File: src/rtl/sha256_msg_sched_if.sv
// sha256_msg_sched_if: message-word input stream and schedule-word output stream
interface sha256_msg_sched_if;
    logic        in_valid;
    logic        in_ready;
    logic [31:0] in_word;
    logic        out_valid;
    logic        out_ready;
    logic [31:0] out_word;
    logic [5:0]  out_index;
    logic        busy;
    modport master (
        output in_valid, in_word, out_ready,
        input  in_ready, out_valid, out_word, out_index, busy
    );
    modport slave (
        input  in_valid, in_word, out_ready,
        output in_ready, out_valid, out_word, out_index, busy
    );
endinterface

File: src/rtl/sha256_msg_sched.sv
// sha256_msg_sched: loads W0..W15, then emits W0..W(NUM_ROUNDS-1) from a 16-word shift window
module sha256_msg_sched #(
    parameter int NUM_ROUNDS = 64
) (
    input logic clock,
    input logic reset,
    sha256_msg_sched_if.slave bus
);
    typedef enum logic {LOAD, EMIT} state_t;
    state_t state, state_nxt;
    logic [31:0] win [16];
    logic [5:0] cnt;
    logic [31:0] nxt;
    logic acc, last;

    function automatic logic [31:0] s0(input logic [31:0] x);
        return {x[6:0], x[31:7]} ^ {x[17:0], x[31:18]} ^ {3'b0, x[31:3]};
    endfunction

    function automatic logic [31:0] s1(input logic [31:0] x);
        return {x[16:0], x[31:17]} ^ {x[18:0], x[31:19]} ^ {10'b0, x[31:10]};
    endfunction

    assign nxt  = s1(win[14]) + win[9] + s0(win[1]) + win[0];
    assign acc  = state == LOAD ? bus.in_valid : bus.out_ready;
    assign last = cnt == (state == LOAD ? 6'd15 : 6'(NUM_ROUNDS - 1));

    always_ff @(posedge clock)
        state <= reset ? LOAD : state_nxt;

    always_comb
        state_nxt = acc && last ? (state == LOAD ? EMIT : LOAD) : state;

    always_comb begin
        bus.in_ready  = state == LOAD;
        bus.out_valid = state == EMIT;
        bus.busy      = state == EMIT;
    end

    // Outputs are taken straight from the window head and counter registers.
    assign bus.out_word  = win[0];
    assign bus.out_index = cnt;

    // Loading and emitting share one shift; only the word entering win[15] differs.
    always_ff @(posedge clock)
        if (reset) begin
            win <= '{default: '0};
            cnt <= '0;
        end else if (acc) begin
            for (int i = 0; i < 15; i++)
                win[i] <= win[i + 1];
            win[15] <= state == LOAD ? bus.in_word : nxt;
            cnt <= last ? '0 : cnt + 6'd1;
        end
endmodule

File: src/flat_wrapper.sv
// flat-port wrapper written by rule: the top's interface ports become plain ports
module sha256_msg_sched_flat 
#(
    parameter int NUM_ROUNDS = 64
)
  (clock, reset, bus_in_valid, bus_in_word, bus_out_ready, bus_in_ready, bus_out_valid, bus_out_word, bus_out_index, bus_busy);
  sha256_msg_sched_if bus_i ();
  input logic clock;
  input logic reset;
  input wire logic [$bits(bus_i.in_valid)-1:0] bus_in_valid;
  input wire logic [$bits(bus_i.in_word)-1:0] bus_in_word;
  input wire logic [$bits(bus_i.out_ready)-1:0] bus_out_ready;
  output wire logic [$bits(bus_i.in_ready)-1:0] bus_in_ready;
  output wire logic [$bits(bus_i.out_valid)-1:0] bus_out_valid;
  output wire logic [$bits(bus_i.out_word)-1:0] bus_out_word;
  output wire logic [$bits(bus_i.out_index)-1:0] bus_out_index;
  output wire logic [$bits(bus_i.busy)-1:0] bus_busy;
  assign bus_i.in_valid = bus_in_valid;
  assign bus_i.in_word = bus_in_word;
  assign bus_i.out_ready = bus_out_ready;
  assign bus_in_ready = bus_i.in_ready;
  assign bus_out_valid = bus_i.out_valid;
  assign bus_out_word = bus_i.out_word;
  assign bus_out_index = bus_i.out_index;
  assign bus_busy = bus_i.busy;
  sha256_msg_sched #(.NUM_ROUNDS(NUM_ROUNDS)) u_core (.clock(clock), .reset(reset), .bus(bus_i));
endmodule
File: config.mk
export PLATFORM = sky130hd
export DESIGN_NAME = sha256_msg_sched_flat
export DESIGN_NICKNAME = d
export VERILOG_FILES = /design/src/rtl/sha256_msg_sched_if.sv /design/src/rtl/sha256_msg_sched.sv /design/src/flat_wrapper.sv
export SDC_FILE = /design/constraint.sdc
export NUM_CORES = 1
export LEC_CHECK = 0
export CAP_MARGIN = 20
export CORE_MARGIN = 2
export CORE_UTILIZATION = 61
export DETAILED_ROUTE_END_ITERATION = 7
export PLACE_DENSITY = 0.83
export SLEW_MARGIN = 20
export SYNTH_ARGS = -nofsm -noshare
export SYNTH_HDL_FRONTEND = slang
export SYNTH_SLANG_ARGS = --single-unit
File: constraint.sdc
create_clock -name clock -period 5.2 [get_ports clock]
set_clock_uncertainty 0.2 [all_clocks]
set_input_delay 0.52 -clock clock [delete_from_list [all_inputs] [get_ports clock]]
set_output_delay 0.52 -clock clock [all_outputs]
set_load 0.01 [all_outputs]
==> metrics.txt, run 1 <==
Slew Limit Headroom 0.2685; drt first pass iters 5; FP Rows 70; initial antenna violation count 0; die span in y 196.6 microns; Worst EP required 5520 ps; Post-Synth Simple-Gate Area 0.1837; Tot GR Track Use 0.3162; I/O Pins 77; Via density 5.564; Critical Path End Type flip-flop; fin crit share 0.9445; Die Wd 196.6 microns; clk slew on worst S/H paths 60 ps; Hold WS 120.7 ps; Post-CTS Setup Repair Bufs 0; PwrDens 327.5 mW/mm^2; drt drc 0; first-pass GRT wire length 94030 microns; synthesis-stage register bit count slightly above 500; Post-CTS Resized 0; Max Clk Rate 203.6 MHz; post-route setup slack 288.8 ps; reg2reg path depth 16; Crit Path Class flip-flop to flip-flop; DRT Wirelength 61550 microns; RSZ-0062 raised after global routing no; ys async rst share 0; vias in the first global route 16780; CP Data Arrival Time 5230 ps; via count 18250; commonest cells after routing, fill and taps aside nand2_1, a21oi_1, dfxtp_1, inv_1, xnor2_1; core area 0.03661 sq mm; Final Hold Fails 0; Antenna Nets Post-Route 0; grt ovf 0; CTS Hold Buffers Added 0; Place WS 270.1 ps; TNS Setup 0 ps; status complete, no violations; sequential element share of the synthesized area 0.4592; Layout fillers 3021; dpl hpwl between 40000 and 50000 microns; Slew Viols, Final 0; port bufs 76; adder-cell area share of the yosys netlist 0.07255; Yosys cell types 50; hold path depth 2; Cells after Synth 2887; ys flop type dfxtp_1; Critical Path Slowest Stage Cell dfxtp_1; mux contribution to synthesized area 0.003981; Post-synth EDFFs 0; Top cell by count, worst path xnor2_1; HP Class input pin to flip-flop; Worst VDD drop 0.3138 mV; final net count just under 3000; CTS tree built; Leak between 8 and 9 nW; Critical Path Max Stage Delay 580 ps; synthesized area 0.02263 sq mm; combinational family with the most area after synthesis simple AND/OR/NAND/NOR gates; CTS H-tree lvls 2; Area growth syn-to-layout 9.517%; Syn Area/Cell 7.837 sq um; Post-Synth XOR/XNOR Area 0.05729; CP Buf/Inv Count 2; Ys Warns 0; root buffer cell clkbuf_16; clock latency on the worst-skew pair between 600 and 700 ps; minimum clock period just under 5000 ps; initial core utilization 0.6180; n_diodes 0; initial DRC count 1814; worst slew pin tran around 1100 ps; CP delay by family, top compound AO/OA/AOI/OAI gates; WL/cell 18.76 microns; CTS Buffer Depth 3; global placement routability congestion 0.9507; syn nets between 3000 and 4000; # clock sinks 519; Final setup violation count 0; TritonCTS buffer count 51; die area 0.03865 sq mm; post-synthesis compound-gate area fraction 0.1506; most common cell after layout, fill and taps aside nand2_1; maximum capacitance violations 0; Stages on worst setup path 16; critical-path cell list xnor2_1 -> xnor2_1 -> fa_1 -> inv_1 -> fa_1 -> inv_1 -> ha_1 -> a21o_1 -> a31oi_1 -> o22ai_1 -> a2111oi_4 -> a211oi_1 -> or4_1 -> a31oi_1 -> xnor2_1 -> a221oi_2; largest net degree at the start of global routing 240; startpoint types flip-flop; CP max FO 5; share of layout cells above drive strength 1 0.04018
-- synthesized netlist by cell type, types with 3 or more instances --
cell type / instances / area share
nand2_1: 999 / 0.17
a21oi_1: 527 / 0.12
dfxtp_1: 519 / 0.46
clkbuf_1: 211 / 0.035
inv_1: 143 / 0.024
xnor2_1: 120 / 0.046
fa_1: 62 / 0.055
nor2_1: 36 / 0.0060
buf_4: 33 / 0.011
ha_1: 32 / 0.018
xor2_1: 28 / 0.011
o21ai_0: 27 / 0.0060
a21o_1: 21 / 0.0070
buf_1: 18 / 0.0030
a211oi_1: 13 / 0.0043
mux2i_1: 9 / 0.0040
nand3_1: 7 / 0.0015
nor2b_1: 7 / 0.0019
a31oi_1: 6 / 0.0017
a2111oi_0: 5 / 0.0019
a221oi_1: 5 / 0.0019
nand4_1: 5 / 0.0014
a22oi_1: 4 / 0.0013
nor3_1: 4 / 0.00088
o211ai_1: 4 / 0.0013
o21a_1: 4 / 0.0013
o22ai_1: 4 / 0.0011
or3_1: 4 / 0.0011
and3_1: 3 / 0.00083
o21bai_1: 3 / 0.0010
-- worst paths after layout --
check | slack, ps | start | endpoint
setup / recovery | 290 | u_core.win[469] | u_core.win[31]
hold / removal | 120 | reset | u_core.win[237]
setup reg to reg | 290 | u_core.win[469] | u_core.win[31]
hold reg to reg | 250 | u_core.win[140] | u_core.win[172]
-- per-stage QoR --
stage	total power, mW	cells	util	instance area [sq um]
after CTS	8.156	3280	0.6765	24770
final	8.115	3280	0.6769	24780
after detailed placement	4.599	3195	0.6328	23170
after global routing	8.361	3280	0.6769	24780
after floorplan	4.443	2887	-	22630
after global placement	4.598	3195	0.6328	23170
-- cells by family (layout without fill, tap and decap cells) --
family                     Yosys count  count (layout)
and+or+nand+nor                   1078            1078
AOI/OAI and AO/OA                  634             634
DFF                                519             519
buffers and inverters              405             330
xor gates and xnor gates           148             148
adders and majority gates           94              94
muxes                                9               9
-- worst reg2reg max path: cells and delay by family, from the launching register on --
| kind | cells | cell delay, ps |
|---|---|---|
| AOI/OAI and AO/OA | 7 | 1650 |
| adders and majority gates | 3 | 1370 |
| DFF | 1 | 580 |
| and+or+nand+nor | 1 | 480 |
| xor gates and xnor gates | 3 | 440 |
| buffers and inverters | 2 | 120 |
-- flip-flops by register name, summed over array words and instances, names as in the netlist --
register              flops
u_core.bus.out_index      6
u_core.bus.out_word      32
u_core.win              480
u_core.bus.busy           1
-- cell type report --
cell class / instances / area, sq um / area share
clock buffer: 68 / 1390 / 0.05610
clock inverter: 17 / 209.0 / 0.008432
inverter: 143 / 536.8 / 0.02166
multi-input combinational: 1963 / 10620 / 0.4286
sequential: 519 / 10390 / 0.4193
tap: 468 / 585.6 / 0.02363
timing repair buffer: 102 / 1049 / 0.04231
-- where the power goes --
part	leakage [nW]	switching (mW)	total (mW)	internal [mW]
combinational	3.77	0.336	0.475	0.139
sequential	4.19	0.0350	4.04	4.01
clock	0.789	1.57	3.60	2.03
total	8.75	1.94	8.11	6.18
-- routing by layer --
layer | up-vias | wire, microns | track usage
met5 | - | 0 | 0
met4 | 0 | 1838 | 0.09886
met3 | 87 | 4177 | 0.06229
met2 | 519 | 28220 | 0.4980
met1 | 8727 | 27310 | 0.4413
li1 | 8918 | - | -
Power figures use the tool's default switching activity.
==> inputs of run 2 (changes only) <==
--- a/config.mk
+++ b/config.mk
@@ -6,11 +6,13 @@
 export NUM_CORES = 1
 export LEC_CHECK = 0
 export CAP_MARGIN = 20
+export CELL_PAD_IN_SITES_DETAIL_PLACEMENT = 1
+export CELL_PAD_IN_SITES_GLOBAL_PLACEMENT = 1
 export CORE_MARGIN = 2
-export CORE_UTILIZATION = 61
+export CORE_UTILIZATION = 46
 export DETAILED_ROUTE_END_ITERATION = 7
-export PLACE_DENSITY = 0.83
-export SLEW_MARGIN = 20
+export PLACE_DENSITY_LB_ADDON = 0.1
+export SLEW_MARGIN = 15
 export SYNTH_ARGS = -nofsm -noshare
 export SYNTH_HDL_FRONTEND = slang
 export SYNTH_SLANG_ARGS = --single-unit
==> run 2 against run 1 <==
Compared with the run above: sequential power barely moved; worst setup slack got worse by 64 ps; final cell count rose by 6.7%; non-clock buffer count rose by 13; critical path type unchanged.
==> metrics.txt, run 2 (same netlist as run 1, synthesis figures left out) <==
status complete, no violations; startpoint types flip-flop; dpl hpwl roughly 50000 microns; Layout fillers 5905; RSZ-0062 raised after global routing no; initial core utilization 0.4642; Worst R2R End u_core.win[31]; core area 0.04875 sq mm; crit path to u_core.win[31]; maximum capacitance violations 0; Leak 8.916 nW; RR Startpoint u_core.win[35]; min-delay src reset; CTS Hold Buffers Added 0; sequential cell area roughly 0.010 sq mm; largest net degree at the start of global routing 192; Final setup violation count 0; # clock sinks 519; Tot GR Track Use 0.2725; Antenna Nets Post-Route 0; share of layout cells above drive strength 1 0.04832; clk slew on worst S/H paths 60 ps; Worst VDD drop ~0.24 mV; minimum clock period 4975 ps; Die Wd 225.8 microns; initial DRC count 1402; r2r setup slk 230 ps; CTS tree built; Slew Limit Headroom 0.4171; fin crit share 0.9567; Slew Viols, Final 0; n_diodes 0; Cell Area, Placed 0.02354 sq mm; drt drc 0; drt first pass iters 6; HP Class input pin to flip-flop; Hold WS 67.57 ps; CP Data Arrival Time 5290 ps; CTS Buffer Depth 3; Worst EP required 5510 ps; DRT Wirelength 69640 microns; Area growth syn-to-layout 11.96%; largest register by flop count u_core.win; first-pass GRT wire length between 100000 and 150000 microns; port bufs 76; clock latency on the worst-skew pair 630 ps; I/O Pins 77; TritonCTS buffer count 54; TNS Setup 0 ps; root buffer cell clkbuf_16; Crit Path Class flip-flop to flip-flop; final instance area 0.02533 sq mm; die span in y 225.8 microns; CTS H-tree lvls 2; Final Hold Fails 0; multi-input logic area 0.01064 sq mm; worst setup path startpoint u_core.win[35]; number of flip-flops in the largest register 480; CP max FO 5; worst slew pin tran about 870 ps; via count ~18000; final net count 2926; FP Rows 81; Critical Path End Type flip-flop; reg2reg path depth 16; initial antenna violation count 1; Via density 5.252; global placement routability congestion 0.9196; commonest cells after routing, fill and taps aside nand2_1, a21oi_1, dfxtp_1, inv_1, xnor2_1; die area between 0.05 and 0.06 sq mm; Max Clk Rate 201.0 MHz; vias in the first global route approximately 18000; most common cell after layout, fill and taps aside nand2_1; grt ovf 0; PwrDens 331.3 mW/mm^2; WL/cell 19.90 microns
## run 2: cell count changes in the layout (fill, tap and decap cells not counted), sizes merged
| cell | delta |
|---|---|
| clkbuf | +14 |
| buf | +13 |
| clkinv | -3 |
| clkinvlp | +2 |
| inv | -2 |
| bufinv | -1 |
## run 2: layout make-up
type | count | area share
clock inverters | 13 | 0.006866
multi-input cells | 1963 | 0.4201
repair buffers | 115 | 0.04623
clock buffers | 82 | 0.06263
flip-flops and latches | 519 | 0.4102
well taps | 664 | 0.03280
inverters | 143 | 0.02119
## run 2: through the flow
step / worst slack, ps / cells / utilization / power [mW]
2_1_floorplan: 753.3 / 2887 / - / 4.443
3_3_place_gp: 168.0 / 3404 / 0.4828 / 4.629
3_5_place_dp: 116.5 / 3404 / 0.4828 / 4.634
4_1_cts: 106.6 / 3499 / 0.5189 / 8.482
5_1_grt: 2.996 / 3499 / 0.5196 / 8.682
6_report: 225.1 / 3499 / 0.5196 / 8.392
## run 2: how the worst min path moves through the flow
stage,endpoint,slack [ps],cells after the start
after floorplan,u_core.win[13],230,1
after global placement,u_core.win[13],240,1
after detailed placement,u_core.win[346],240,2
after CTS,u_core.win[307],90,2
after global routing,u_core.win[307],110,2
final,u_core.win[307],70,2
## run 2: timing repair
item	4_1_cts	5_1_grt
buffers inserted	0	0
resized for setup	0	6
endpoints found under the setup margin	0	3
## run 2: routing by layer
metal,GRT usage,up-vias,wire (microns)
met5,0,-,13
met4,0.07862,2,1727
met3,0.03682,95,2610
met2,0.4534,243,33010
met1,0.3694,9070,32280
li1,-,8967,-
## run 2: critical path, stage by stage, from the launching register on
cell,delay (ps)
dfxtp_1,580
xnor2_1,150
xnor2_1,170
fa_1,670
inv_1,100
fa_1,520
inv_1,50
ha_1,360
a21oi_1,170
o21a_1,200
o22ai_1,150
a2111oi_4,370
a211oi_2,140
or4_1,500
a31oi_1,230
xnor2_1,100
a221oi_2,230
## run 2: power by group
part	switching [mW]	total [mW]	internal (mW)
Combinational	0.355	0.500	0.145
Clock	1.64	3.85	2.20
Sequential	0.0383	4.05	4.01
Total	2.03	8.39	6.36
